==> src/rtl/fetch_queue_if.sv <==
// Fetch/decode-side signal bundle for the dual-issue fetch queue.
// The queue uses the slave modport; whatever drives fetch and decode uses master.
interface fetch_queue_if #(
    parameter int DEPTH = 8
);
    localparam int PTR_W = $clog2(DEPTH);

    logic             flush;
    logic             in_valid;
    logic [63:0]      in_instr;
    logic [31:0]      in_pc;
    logic             busy;
    logic [1:0]       deq_cnt;
    logic             out_valid0;
    logic [31:0]      out_instr0;
    logic [31:0]      out_pc0;
    logic             out_valid1;
    logic [31:0]      out_instr1;
    logic [31:0]      out_pc1;
    logic [PTR_W:0]   count;

    modport slave (
        input  flush, in_valid, in_instr, in_pc, deq_cnt,
        output busy, out_valid0, out_instr0, out_pc0,
        output out_valid1, out_instr1, out_pc1, count
    );

    modport master (
        output flush, in_valid, in_instr, in_pc, deq_cnt,
        input  busy, out_valid0, out_instr0, out_pc0,
        input  out_valid1, out_instr1, out_pc1, count
    );
endinterface

==> src/rtl/fetch_queue.sv <==
// Dual-issue instruction queue between fetch and decode: takes a pair per cycle,
// presents the two oldest instructions in program order, flushes on redirects.
module fetch_queue #(
    parameter int DEPTH = 8
) (
    input  logic       clk,
    input  logic       rst_n,
    fetch_queue_if.slave fq
);
    localparam int PTR_W = $clog2(DEPTH);
    localparam int CNT_W = PTR_W + 1;

    logic [PTR_W-1:0] rd_ptr_reg;
    logic [PTR_W-1:0] wr_ptr_reg;
    logic [CNT_W-1:0] count_reg;
    logic [PTR_W-1:0] rd_ptr_next;
    logic [PTR_W-1:0] wr_ptr_next;
    logic [CNT_W-1:0] count_next;

    logic [31:0] instr_mem [DEPTH];
    logic [31:0] pc_mem    [DEPTH];

    logic             busy;
    logic             enq;
    logic [CNT_W-1:0] deq_req;
    logic [CNT_W-1:0] deq_n;
    logic [PTR_W-1:0] rd_ptr1;
    logic [PTR_W-1:0] wr_ptr1;

    // Busy is taken from the registered count, so a same-cycle drain does not free room.
    assign busy    = (count_reg >= CNT_W'(DEPTH - 1));
    assign enq     = fq.in_valid && !busy && !fq.flush;
    assign rd_ptr1 = rd_ptr_reg + PTR_W'(1);
    assign wr_ptr1 = wr_ptr_reg + PTR_W'(1);

    always_comb begin
        deq_req = fq.deq_cnt[1] ? CNT_W'(2) : {{(CNT_W-2){1'b0}}, fq.deq_cnt};
        deq_n   = (deq_req > count_reg) ? count_reg : deq_req;
    end

    always_comb begin
        rd_ptr_next = rd_ptr_reg + deq_n[PTR_W-1:0];
        wr_ptr_next = enq ? (wr_ptr_reg + PTR_W'(2)) : wr_ptr_reg;
        count_next  = count_reg + (enq ? CNT_W'(2) : CNT_W'(0)) - deq_n;
        if (fq.flush) begin
            rd_ptr_next = '0;
            wr_ptr_next = '0;
            count_next  = '0;
        end
    end

    always_ff @(posedge clk or negedge rst_n) begin
        if (!rst_n) begin
            rd_ptr_reg <= '0;
            wr_ptr_reg <= '0;
            count_reg  <= '0;
        end else begin
            rd_ptr_reg <= rd_ptr_next;
            wr_ptr_reg <= wr_ptr_next;
            count_reg  <= count_next;
        end
    end

    // Second instruction of a pair lands at wr_ptr+1, wrapping to entry 0 at the top.
    always_ff @(posedge clk) begin
        if (enq) begin
            instr_mem[wr_ptr_reg] <= fq.in_instr[31:0];
            pc_mem[wr_ptr_reg]    <= fq.in_pc;
            instr_mem[wr_ptr1]    <= fq.in_instr[63:32];
            pc_mem[wr_ptr1]       <= fq.in_pc + 32'd4;
        end
    end

    always_comb begin
        fq.busy       = busy;
        fq.count      = count_reg;
        fq.out_valid0 = (count_reg >= CNT_W'(1));
        fq.out_valid1 = (count_reg >= CNT_W'(2));
        fq.out_instr0 = '0;
        fq.out_pc0    = '0;
        fq.out_instr1 = '0;
        fq.out_pc1    = '0;
        if (fq.out_valid0) begin
            fq.out_instr0 = instr_mem[rd_ptr_reg];
            fq.out_pc0    = pc_mem[rd_ptr_reg];
        end
        if (fq.out_valid1) begin
            fq.out_instr1 = instr_mem[rd_ptr1];
            fq.out_pc1    = pc_mem[rd_ptr1];
        end
    end
endmodule

==> src/flat_wrapper.sv <==
// flat-port wrapper written by rule: the top's interface ports become plain ports
module fetch_queue_flat 
#(
    parameter int DEPTH = 8
)
  (clk, rst_n, fq_flush, fq_in_valid, fq_in_instr, fq_in_pc, fq_deq_cnt, fq_busy, fq_out_valid0, fq_out_instr0, fq_out_pc0, fq_out_valid1, fq_out_instr1, fq_out_pc1, fq_count);
  fetch_queue_if #(.DEPTH(DEPTH)) fq_i ();
  input  logic clk;
  input  logic rst_n;
  input wire logic [$bits(fq_i.flush)-1:0] fq_flush;
  input wire logic [$bits(fq_i.in_valid)-1:0] fq_in_valid;
  input wire logic [$bits(fq_i.in_instr)-1:0] fq_in_instr;
  input wire logic [$bits(fq_i.in_pc)-1:0] fq_in_pc;
  input wire logic [$bits(fq_i.deq_cnt)-1:0] fq_deq_cnt;
  output wire logic [$bits(fq_i.busy)-1:0] fq_busy;
  output wire logic [$bits(fq_i.out_valid0)-1:0] fq_out_valid0;
  output wire logic [$bits(fq_i.out_instr0)-1:0] fq_out_instr0;
  output wire logic [$bits(fq_i.out_pc0)-1:0] fq_out_pc0;
  output wire logic [$bits(fq_i.out_valid1)-1:0] fq_out_valid1;
  output wire logic [$bits(fq_i.out_instr1)-1:0] fq_out_instr1;
  output wire logic [$bits(fq_i.out_pc1)-1:0] fq_out_pc1;
  output wire logic [$bits(fq_i.count)-1:0] fq_count;
  assign fq_i.flush = fq_flush;
  assign fq_i.in_valid = fq_in_valid;
  assign fq_i.in_instr = fq_in_instr;
  assign fq_i.in_pc = fq_in_pc;
  assign fq_i.deq_cnt = fq_deq_cnt;
  assign fq_busy = fq_i.busy;
  assign fq_out_valid0 = fq_i.out_valid0;
  assign fq_out_instr0 = fq_i.out_instr0;
  assign fq_out_pc0 = fq_i.out_pc0;
  assign fq_out_valid1 = fq_i.out_valid1;
  assign fq_out_instr1 = fq_i.out_instr1;
  assign fq_out_pc1 = fq_i.out_pc1;
  assign fq_count = fq_i.count;
  fetch_queue #(.DEPTH(DEPTH)) u_core (.clk(clk), .rst_n(rst_n), .fq(fq_i));
endmodule
==> config.mk <==
export PLATFORM = sky130hd
export DESIGN_NAME = fetch_queue_flat
export DESIGN_NICKNAME = d
export VERILOG_FILES = /design/src/rtl/fetch_queue_if.sv /design/src/rtl/fetch_queue.sv /design/src/flat_wrapper.sv
export SDC_FILE = /design/constraint.sdc
export NUM_CORES = 1
export LEC_CHECK = 0
export CAP_MARGIN = 20
export CORE_MARGIN = 4
export CORE_UTILIZATION = 43
export DETAILED_ROUTE_END_ITERATION = 6
export PLACE_DENSITY_LB_ADDON = 0.05
export SLEW_MARGIN = 20
export SYNTH_ARGS = -nofsm -noshare
export SYNTH_HDL_FRONTEND = slang
export SYNTH_SLANG_ARGS = --single-unit
==> constraint.sdc <==
create_clock -name clk -period 16 [get_ports clk]
set_clock_uncertainty 0.15 [all_clocks]
set_input_delay 3.2 -clock clk [delete_from_list [all_inputs] [get_ports clk]]
set_output_delay 3.2 -clock clk [all_outputs]
set_load 0.005 [all_outputs]
==> results of run 1 <==
## worst min-delay path: cells and delay by family (launching register included)
kind,cells,cell delay [ns]
AND/OR/NAND/NOR,1,0.08
multiplexers,1,0.10
flip-flops,1,0.42
## per-layer routing
layer | vias to the layer above | track usage | wire length [µm]
li1 | 7793 | - | -
met1 | 8974 | 0.2947 | 32370
met2 | 520 | 0.3600 | 36930
met3 | 115 | 0.03792 | 4138
met4 | 2 | 0.05469 | 1801
met5 | - | 0 | 10
## power breakdown
part / leakage (nW) / internal (mW) / switching (mW)
sequential: 4.70 / 1.58 / 0.0997
combinational: 5.02 / 1.21 / 1.16
clock: 0.930 / 0.784 / 0.549
## worst max-delay path by stage
stage | slack [ns] | from | cells after the start | end
final | 7.94 | u_core.rd_ptr_reg[1]$_DFF_PN0_ | 6 | fq_out_instr1[0]
after global routing | 7.64 | u_core.rd_ptr_reg[1]$_DFF_PN0_ | 6 | fq_out_instr1[12]
after CTS | 7.71 | u_core.rd_ptr_reg[1]$_DFF_PN0_ | 6 | fq_out_pc1[3]
after floorplan | 7.85 | fq_flush | 5 | u_core.instr_mem[4][0]$_DFFE_PP_
after detailed placement | 8.39 | u_core.rd_ptr_reg[1]$_DFF_PN0_ | 6 | fq_out_pc1[3]
after global placement | 8.39 | u_core.rd_ptr_reg[1]$_DFF_PN0_ | 6 | fq_out_instr0[3]
## kinds of logic after synthesis
logic type	Yosys count	synth area share
AO/OA/AOI/OAI	67	0.01210
buffers and inverters	305	0.04559
multiplexers	320	0.2279
XOR/XNOR	121	0.03797
adder cells (fa/ha/maj)	18	0.008875
flip-flops	515	0.5524
AND/OR/NAND/NOR	779	0.1152
## final cells by class
cell class                      instances  area, µm²  share of cell area
Sequential cell                       515      15430              0.4763
Multi-Input combinational cell       1305      11310              0.3490
Timing Repair Buffer                  263       2618             0.08079
Clock buffer                           67       1506             0.04650
Tap cell                              855       1070             0.03302
Clock inverter                         41      380.4             0.01174
Inverter                               16      82.58            0.002549
Antenna cell                            2      5.005           0.0001545
## cells in the mapped netlist (4+ instances only)
master    count
nand2_1     582
edfxtp_1    506
mux4_2      252
clkbuf_1    185
xnor2_1      98
nor2_1       82
buf_2        75
a21oi_1      64
mux2i_1      64
nand3_1      36
nand4_1      27
buf_1        23
xor2_1       23
inv_1        16
ha_1         15
nor3_1       10
nor4_1       10
dfrtp_1       9
and2_1        6
nor2b_1       6
and4_1        5
and3_1        4
mux2_2        4
or3_1         4
## stage by stage
| stage | power (mW) | setup slack, ns | area, µm² | instances |
|---|---|---|---|---|
| finish | 5.383 | 7.937 | 32400 | 3064 |
| global route | 5.680 | 7.638 | 32390 | 3062 |
| CTS | 5.465 | 7.712 | 32360 | 3061 |
| detailed placement | 4.120 | 8.391 | 30470 | 2953 |
| global placement | 4.100 | 8.391 | 30440 | 2952 |
| floorplan | 3.040 | 7.852 | 27910 | 2125 |
==> results.md, run 1 <==
- The share of async-settable or async-resettable flops after synthesis is 0.01748.
- In this run, synthesis inferred 506 flip-flops with an integrated enable.
- The first global-routing pass estimated 113.8 mm of wire.
- The Yosys step of the flow raised 0 warnings.
- The number of cells on the worst reg-to-reg path is 9.
- The worst setup path category is reg2out.
- For this design the static power due to leakage is 10.65 nW.
- Counting along the longest clock path gives a buffer depth of 3.
- The initial antenna violation count is 3.
- In the final routed layout, each cell accounts on average for 24.56 µm.
- Synthesis produced a netlist whose cell count is 2125.
- The number of setup buffers added after CTS is 0.
- After the last flow step, the layout net total stands at 2279.
- The run finished with clean final reports.
- The sequential area share after synthesis is 0.5524.
- The post-cts resize count is 0.
- The TritonCTS clock tree is done.
- The number of DRC markers in iteration 0 is 1294.
- The row count is 93.
- The number of hold-slack violations in the final timing report came to 0.
- Buffers inserted during clock tree synthesis total 58.
- The clock-pin slew on the worst setup and hold paths is 0.06 ns.
- The final-report setup violation count is 0.
- The root buffer cell chosen for the clock tree is clkbuf_16.
- Counting the fill cells in the layout gives 5455.
- The number of max-cap violations is 0.
- The endpoint class of the critical path is a primary output.
- The predominant post-synthesis flop cell is edfxtp_1.
- The post-synth net total is 2245.
- Across every metal layer, demand over resource in global routing totals 0.2151.
- The most common cell after layout, fill and taps aside is nand2_1.
- VDD sags by at most 216.0 µV.
- The launching point of the worst reg2reg path is u_core.wr_ptr_reg[1]$_DFFE_PN0N_.
- The tightest slew margin relative to the limit is 0.2891.
- The top-area cell type share of the netlist area is 0.5444.
- The synthesized area is 0.02791 mm².
- The register with the most flip-flops in the layout has 256 of them.
- The signal on the critical path passes through ha_4 -> buf_4 -> mux4_2 -> nand2_1 -> a21oi_1 -> clkdlybuf4s50_1.
- The width of the die is 262.8 µm.
- Static timing analysis puts the maximum clock frequency at 0.1240 GHz.
- For hold timing, the worst endpoint is u_core.wr_ptr_reg[2]$_DFFE_PN0N_.
- Measured along the y axis, the die boundary spans 262.8 µm.
- For this run, the share of the core covered by cells in the final layout is 0.5035.
- For the worst setup path, the data arrival time is 4.71 ns.
- Power spread over the standard cell area amounts to 166.1 mW/mm².
- The core region is 0.06435 mm².
- Each instance of the synthesized netlist takes up on average 13.14 µm².
- The number of global-route vias before repair is 17922.
- The endpoint identified for the worst register-to-register timing path is u_core.pc_mem[5][10]$_DFFE_PP_.
- During I/O placement, the number of pins put on the boundary was 237.
- After detailed routing, the total wire length is 75.25 mm.
- The synthesized design spends more area on one cell type than any other, namely edfxtp_1.
- The smallest hold slack is 0.4993 ns.
- The number of different library cells in the post-synthesis netlist is 36.
- For this design, the slowest cell found on the critical path is dfrtp_4.
- Of the cells placed in the final design, the portion with a size suffix greater than 1 is 0.1785.
- The congestion estimate from routability-driven global placement came to 0.7546.
- The startpoint of the lowest-slack hold path is u_core.wr_ptr_reg[2]$_DFFE_PN0N_.
- The via-per-instance ratio is 5.680.
- The largest single stage delay on the critical path is 1.10 ns.
- Entering global routing, the biggest net connects 159 pins.
- The endpoint required time on the critical path is 12.65 ns.
- Grouping stages by cell kind, the critical path spends the most delay in buffers and inverters.
- In this run, post-CTS hold repair placed 0 buffers.
- The count of nets left with antenna violations once routing finished came out at 0.
- The detailed-route DRC error count is 0.
- The clock sink count is 515.
- Synthesis inferred 515 register bits.
- The number of I/O port buffers is 236.
- The number of levels the H-tree was split into is 2.
- The number of pins with negative max-slew slack in the final report is 0.
- The initial standard-cell utilization of the core is 0.4338.
- The number of buffers and inverters on the critical path is 2.
- The minimum clock period after layout is 8.063 ns.
- The half-perimeter wire length after placement is 43.68 mm.
- The routed via count is 17404.
- The share of the cycle needed by the critical path after routing is 0.5040.
- The total negative slack is 0 ns.
- The launching element type of the critical path is a register.
- Of all nets on the critical path, the largest fanout is 58.
- The cell depth of the worst hold path is 2.
- The remaining global-route overflow is 0.
- In this run the register-to-register setup slack is 11.98 ns.
- Leaving out fill and tap cells, the most frequent cells in the layout are 581 x nand2_1, 506 x edfxtp_1, 252 x mux4_2, 236 x clkdlybuf4s50_1, 97 x xnor2_1.
- The area overhead of the layout relative to synthesis is 16.07%.
- Clock latency on the worst-skew pair, taken at its later pin, is 0.61 ns.
- For this run, the detailed router's first-pass iteration total came to 5.
- The tightest min-delay check is of the reg2reg type.
- The full die area is 0.06905 mm².
- In the post-synthesis netlist, the biggest area contributors are edfxtp_1 54%, mux4_2 20%, nand2_1 7.8%, xnor2_1 3.1%, clkbuf_1 2.5%.
- Setup repair after global routing left no endpoint under its margin.
- At the pin with the least slew margin, the transition time is 1.058 ns.
Note: power is estimated with default switching activity, not from simulation.
==> run 2: changes to the inputs <==
- clock period: 16 -> 7.1 ns (I/O delays scaled with it)
==> run 2 against run 1 <==
Clock power is 140% higher. Combinational power is 130% higher. Worst setup slack worse by 6.4 ns. Hold slack worse by 0.023 ns. Wire length is 0.88% higher. Non-clock buffer count is 11 higher. Critical path depth stayed put. Core utilization is 0.33 points higher. Via count hardly changed. First-iteration DRC count is 7.7% higher.
==> results.md, run 2 (same netlist as run 1, synthesis figures left out) <==
- The endpoint required time on the critical path came to 5.53 ns (-7.12 ns).
- The portion of total power attributed to combinational logic was 0.440 (about the same).
- The clock sink count came to 515 (unchanged).
- The full die area was 0.06905 mm² (unchanged).
- The number of nets in the layout is 2291 (+0.53%).
- Setup repair after global routing left no endpoint under its margin.
- The initial standard-cell utilization of the core was 0.4338 (unchanged).
- The via-per-instance ratio is 5.655 (-0.44%).
- The share of the core filled with cells in the final layout came to 0.5068 (+0.003325).
- The buffer levels on the longest clock path was 3 (unchanged).
- The worst hold path begins at u_core.wr_ptr_reg[2]$_DFFE_PN0N_.
- The number of I/O port buffers is 236 (unchanged).
- The initial antenna violation count came to 5 (+2).
- The ratio of cells with drive above 1 in the final layout is 0.1833 (+0.004810).
- The half-perimeter wire length after placement is 44.06 mm (+0.86%).
- The insertion delay to the later sink of the worst-skew pair came to 0.61 ns (about the same).
- The number of buffers added to fix hold violations after cts is 0 (unchanged).
- The share of power burned in the clock network was 0.256 (+0.008).
- The global router's overall resource usage was 0.2162 (+0.001071).
- The width of the die came to 262.8 µm (unchanged).
- Derived from the worst setup path, the maximum achievable clock frequency is 0.1795 GHz.
- The maximum number of pins on one net before global-route repair came to 141 (-11%).
- The critical path data arrival time was 4.00 ns (-0.71 ns).
- The floorplan die height was 262.8 µm (unchanged).
- Leaving out fill and tap cells, the most frequent cells in the layout are 581 x nand2_1, 506 x edfxtp_1, 252 x mux4_2, 236 x clkdlybuf4s50_1, 97 x xnor2_1.
- The flip-flop count of the largest register after layout came to 256 (unchanged).
- The number of setup buffers added after CTS was 0 (unchanged).
- In this run the worst hold path is classified as reg2reg.
- The root buffer cell chosen for the clock tree is clkbuf_16.
- The area of the core was 0.06435 mm² (unchanged).
- The critical path is of the reg2out type.
- The row count is 93 (unchanged).
- The number of global-route vias before repair came to 17763 (-0.89%).
- Leaving out fill and tap cells, the most frequent cell in the layout is nand2_1.
- The count of nets left with antenna violations after detail routing is 0 (unchanged).
- The wire length per cell is 24.66 µm (+0.39%).
- The number of placed I/O pins is 237 (unchanged).
- The routed via count is 17413 (+0.052%).
- The final estimated routing congestion in global placement is 0.7586 (+0.53%).
- The switching portion of total power is 0.3326 (-0.002751).
- The launching point of the worst reg2reg path is u_core.fq.count[1]$_DFF_PN0_.
- The worst path in the final design needs a cycle of 5.572 ns, including I/O delays and setup.
- The cell depth of the worst hold path is 2 (unchanged).
- STA classifies the critical path startpoint as a register.
- The clock-pin slew on the worst setup and hold paths is 0.06 ns (about the same).
- The TritonCTS clock tree is done.
- The CTS buffer count is 59 (+1.7%).
- The internal cell power is 8.209 mW (+130%).
- The total negative slack is 0 ns (unchanged).
- The power spent charging and discharging nets was 4.091 mW (+130%).
- The tightest slew margin relative to the limit is 0.2916 (+0.002531).
- The peak ir drop on the vdd network is 405.2 µV (+88%).
- The endpoint class of the critical path is a primary output.
- The number of pins with negative max-slew slack in the final report is 0 (unchanged).
- The number of hold-slack violations in the final timing report came to 0 (unchanged).
- The actual slew at the worst max-slew pin is 1.063 ns (+0.004346 ns).
- The number of max-cap violations came to 0 (unchanged).
- The leakage power is 10.75 nW (+0.99%).
- The power density normalized to cell area is 377.1 mW/mm² (+130%).
- Tracing the worst setup path back leads to its startpoint at u_core.rd_ptr_reg[1]$_DFF_PN0_.
- The flow ran to the end, and the final reports show no timing, DRC or antenna violations.
- The number of DRC markers in iteration 0 is 1393 (+7.7%).
- The area overhead of the layout relative to synthesis is 16.84%.
- The maximum fanout encountered on the critical timing path is 44 (-24%).
- The number of levels the H-tree was split into is 2 (unchanged).
- The number of cells on the worst reg-to-reg path is 12 (+3).
- The post-detailed-routing wire length is 75.92 mm (+0.88%).
- The wire length of the first global-routing pass was 114.6 mm (+0.67%).
- The portion of total power attributed to sequential cells is 0.304 (-0.008).
- The final-report setup violation count is 0 (unchanged).
- The remaining global-route overflow is 0 (unchanged).
- The post-cts resize count was 0 (unchanged).
- The detailed-route DRC error count is 0 (unchanged).
- The share of the cycle needed by the critical path after routing is 0.7848.
- The iteration count of the initial detailed-routing pass is 5 (unchanged).
[run 2: changes by cell type in the layout (fill, tap and decap cells not counted), moves of 3 or more]
cell / previous run / this run
buf_12: 1 / 5
buf_4: 24 / 31
clkbuf_1: 8 / 11
clkinv_1: 12 / 8
clkinv_2: 17 / 14
[run 2: final cells by class]
class | instances | area, µm²
timing repair buffer | 274 | 2718
clock inverter | 36 | 410.4
fill | 5443 | 31730
tap | 855 | 1070
sequential | 515 | 15430
multi-input combinational | 1305 | 11300
inverter | 16 | 77.57
antenna | 4 | 10.01
clock buffer | 74 | 1595
[run 2: path summary, 6_finish.rpt]
check	to	slack [ns]
worst max-delay path	fq_out_pc1[9]	1.53
worst min-delay path	u_core.wr_ptr_reg[2]$_DFFE_PN0N_	0.48
worst max register to register	u_core.fq.count[3]$_DFF_PN0_	3.76
worst min register to register	u_core.wr_ptr_reg[2]$_DFFE_PN0N_	0.48
max in group asynchronous	u_core.rd_ptr_reg[0]$_DFF_PN0_	5.49
min in group asynchronous	u_core.rd_ptr_reg[2]$_DFF_PN0_	0.96
[run 2: per-layer routing]
layer	up-vias	global-route usage	part of all wire
met4	2	0.04459	0.017
li1	7826	-	-
met5	-	0	0.00014
met1	9040	0.2965	0.43
met2	446	0.3661	0.50
met3	99	0.03848	0.055
[run 2: critical path, cell delays in order, from the launching register on]
cell and delay, ns:
dfrtp_4 0.72, ha_4 1.00, buf_4 0.42, mux4_2 0.55, nand2_1 0.08, a21oi_1 0.09
clkdlybuf4s50_1 0.50
[run 2: power groups by stage]
| stage | sequential, mW | combinational, mW | clock, mW |
|---|---|---|---|
| 6_report | 3.74 | 5.41 | 3.15 |
| 5_1_grt | 3.76 | 5.83 | 3.35 |
| 4_1_cts | 3.74 | 5.53 | 3.20 |
| 3_5_place_dp | 3.80 | 5.51 | 0 |
| 3_3_place_gp | 3.79 | 5.48 | 0 |
| 2_1_floorplan | 3.68 | 3.17 | 0 |
[run 2: metrics by stage]
step	cells	hold slack, ns	cell area [µm²]	setup WS, ns	total power [mW]
finish	3079	0.4761	32610	1.528	12.30
global placement	2964	0.4576	30580	2.061	9.269
detailed placement	2965	0.4736	30590	2.046	9.309
global route	3075	0.5586	32600	1.247	12.94
CTS	3075	0.4879	32600	1.377	12.48
floorplan	2125	0.4159	27910	0.7319	6.850
==> run 3: changes to the inputs <==
- clock period: 7.1 -> 5.35 ns (I/O delays scaled with it)
==> run 3 against run 2 <==
Global-route usage is 0.062 points higher. Sequential power grew 32%. Total power is 30% higher.
==> results.md, run 3 (same netlist as run 1, synthesis figures left out) <==
- The flip-flop count of the largest register after layout was 256 (unchanged).
- The post-detailed-routing wire length is 75.90 mm (about the same).
- The row count is 93 (unchanged).
- The worst setup path is captured at a primary output.
- The total design power came to 15.94 mW (+30%).
- The number of cells on the worst reg-to-reg path is 13 (+1).
- The initial standard-cell utilization of the core was 0.4338 (unchanged).
- The number of max-cap violations came to 0 (unchanged).
- The critical path data arrival time is 3.71 ns (-0.29 ns).
- STA classifies the critical path startpoint as a register.
- The clock-pin slew on the worst setup and hold paths was 0.06 ns (about the same).
- The smallest hold slack is 0.4767 ns (+0.0005650 ns).
- The share of the cycle needed by the critical path after routing is 0.9210.
- The full die area came to 0.06905 mm² (unchanged).
- The maximum operating frequency is 0.2029 GHz.
- The global-route met1 utilization came to 0.2928 (-0.003749).
- The ratio of cells with drive above 1 in the final layout is 0.1799 (-0.003477).
- The area overhead of the layout relative to synthesis is 16.51%.
- The final estimated routing congestion in global placement is 0.7654 (+0.90%).
- The leakage power came to 10.71 nW (-0.40%).
- The clock sink count came to 515 (unchanged).
- The met3 track demand over resource in global routing was 0.03361 (-0.004868).
- The CTS buffer count came to 58 (-1.7%).
- The wire length per cell is 24.63 µm (about the same).
- The maximum number of pins on one net before global-route repair came to 100 (-29%).
- The worst path needs 4.927 ns of the cycle, external delays included.
- The half-perimeter wire length after placement is 44.65 mm (+1.4%).
- The iteration count of the initial detailed-routing pass is 5 (unchanged).
- The end of the worst hold path is u_core.wr_ptr_reg[2]$_DFFE_PN0N_.
- The number of setup buffers added after CTS is 0 (unchanged).
- The detailed-route DRC error count came to 0 (unchanged).
- In the layout the commonest cells are 581 x nand2_1, 506 x edfxtp_1, 252 x mux4_2, 236 x clkdlybuf4s50_1, 97 x xnor2_1.
- The most common cell after layout, fill and taps aside is nand2_1.
- The endpoint required time on the critical path came to 4.13 ns (-1.40 ns).
- The initial antenna violation count is 2 (-3).
- The count of nets left with antenna violations after detail routing was 0 (unchanged).
- The number of hold-slack violations in the final timing report is 0 (unchanged).
- The TritonCTS clock tree is done.
- The flow ran to the end, and the final reports show no timing, DRC or antenna violations.
- The number of nets in the layout came to 2298 (+0.31%).
- In this run the critical register-to-register path is captured at u_core.fq.count[3]$_DFF_PN0_.
- The actual slew at the worst max-slew pin was 0.9073 ns (-0.1553 ns).
- The insertion delay to the later sink of the worst-skew pair was 0.61 ns (about the same).
- The worst hold path belongs to the class reg2reg.
- The register-to-register setup slack came to 2.04 ns (-1.72 ns).
- The number of DRC markers in iteration 0 came to 1301 (-6.6%).
- The maximum fanout encountered on the critical timing path is 99 (+130%).
- The global router's overall resource usage is 0.2168 (+0.0006202).
- The remaining global-route overflow was 0 (unchanged).
- The setup path with the least slack is of type reg2out.
- The width of the die is 262.8 µm (unchanged).
- The final-layout fill cell count is 5540 (+1.8%).
- The share of the core filled with cells in the final layout is 0.5054 (-0.001420).
- The worst register-to-register path begins at u_core.fq.count[1]$_DFF_PN0_.
- The floorplan die height was 262.8 µm (unchanged).
- The final-report setup violation count came to 0 (unchanged).
- The via-per-instance ratio came to 5.705 (+0.88%).
- The cell depth of the worst hold path is 2 (unchanged).
- The tightest slew margin relative to the limit is 0.3933 (+0.1016).
- The peak ir drop on the vdd network came to 403.8 µV (-0.36%).
- The routed via count is 17578 (+0.95%).
- The startpoint of the lowest-slack hold path is u_core.wr_ptr_reg[2]$_DFFE_PN0N_.
- The number of pins with negative max-slew slack in the final report came to 0 (unchanged).
- The met2 demand-to-capacity share in global routing was 0.3761 (+0.01002).
- The total negative slack is 0 ns (unchanged).
- The area of the core is 0.06435 mm² (unchanged).
- The wire length of the first global-routing pass is 114.9 mm (+0.32%).
- The root buffer selected by CTS is clkbuf_16.
- The post-cts resize count is 0 (unchanged).
- After global routing, the most crowded layer is met2.
- The buffer levels on the longest clock path was 3 (unchanged).
- The number of I/O port buffers is 236 (unchanged).
- The number of global-route vias before repair is 18085 (+1.8%).
- The power density normalized to cell area is 490.1 mW/mm² (+30%).
- The number of buffers added to fix hold violations after cts is 0 (unchanged).
- The number of levels the H-tree was split into was 2 (unchanged).
- Setup repair after global routing left no endpoint under its margin.
- The number of placed I/O pins is 237 (unchanged).
==> run 3: changes by cell type in the layout (fill, tap and decap cells not counted) <==
| cell | change |
|---|---|
| clkinv_2 | -2 |
| buf_4 | +2 |
| clkinv_4 | -2 |
| diode_2 | -2 |
| clkbuf_1 | +3 |
| clkinv_1 | +8 |
| clkbuf_8 | -2 |
| clkinvlp_4 | -2 |
| bufinv_16 | -7 |
| buf_12 | +8 |
| buf_6 | -2 |
==> run 3: per-stage QoR <==
| stage | std cells | setup WS, ns | area, µm² |
|---|---|---|---|
| CTS | 3079 | 0.3342 | 32520 |
| detailed placement | 2973 | 1.007 | 30750 |
| floorplan | 2125 | 1.127 | 27910 |
| global placement | 2973 | 1.009 | 30750 |
| finish | 3081 | 0.4226 | 32520 |
| global route | 3080 | 0.2413 | 32520 |
==> run 3: worst max path at each step <==
stage / startpoint / end / slack, ns
after floorplan: fq_flush / u_core.instr_mem[0][0]$_DFFE_PP_ / 1.13
after global placement: u_core.rd_ptr_reg[0]$_DFF_PN0_ / fq_out_pc1[0] / 1.01
after CTS: u_core.rd_ptr_reg[0]$_DFF_PN0_ / fq_out_pc1[0] / 0.33
after detailed placement: u_core.rd_ptr_reg[0]$_DFF_PN0_ / fq_out_pc1[0] / 1.01
after global routing: u_core.rd_ptr_reg[1]$_DFF_PN0_ / fq_out_instr0[16] / 0.24
final: u_core.rd_ptr_reg[1]$_DFF_PN0_ / fq_out_instr0[16] / 0.42
==> run 3: metal layers <==
metal	vias to the layer above	routed length [µm]
met5	-	0
met4	0	1388
met3	95	4060
met2	495	38280
met1	9175	32170
li1	7813	-
==> run 3: where the power goes <==
part,internal [mW],switching (mW)
registers,4.73,0.191
clock network,2.16,1.60
logic,3.67,3.59
==> run 3: layout make-up <==
cell class	count	area [µm²]	share of cell area
antenna	2	5.005	0.0001539
clock buffer	75	1579	0.04855
clock inverter	31	187.7	0.005771
inverter	16	77.57	0.002385
multi-input combinational	1305	11300	0.3475
sequential	515	15430	0.4745
tap	855	1070	0.03289
timing repair buffer	282	2870	0.08825
==> run 3: critical path: stages (launching register included) <==
cell and delay [ns]:
dfrtp_4 0.79, buf_12 0.68, mux4_2 0.60, mux2i_1 0.35, nor2_1 0.07, clkdlybuf4s50_1 0.47
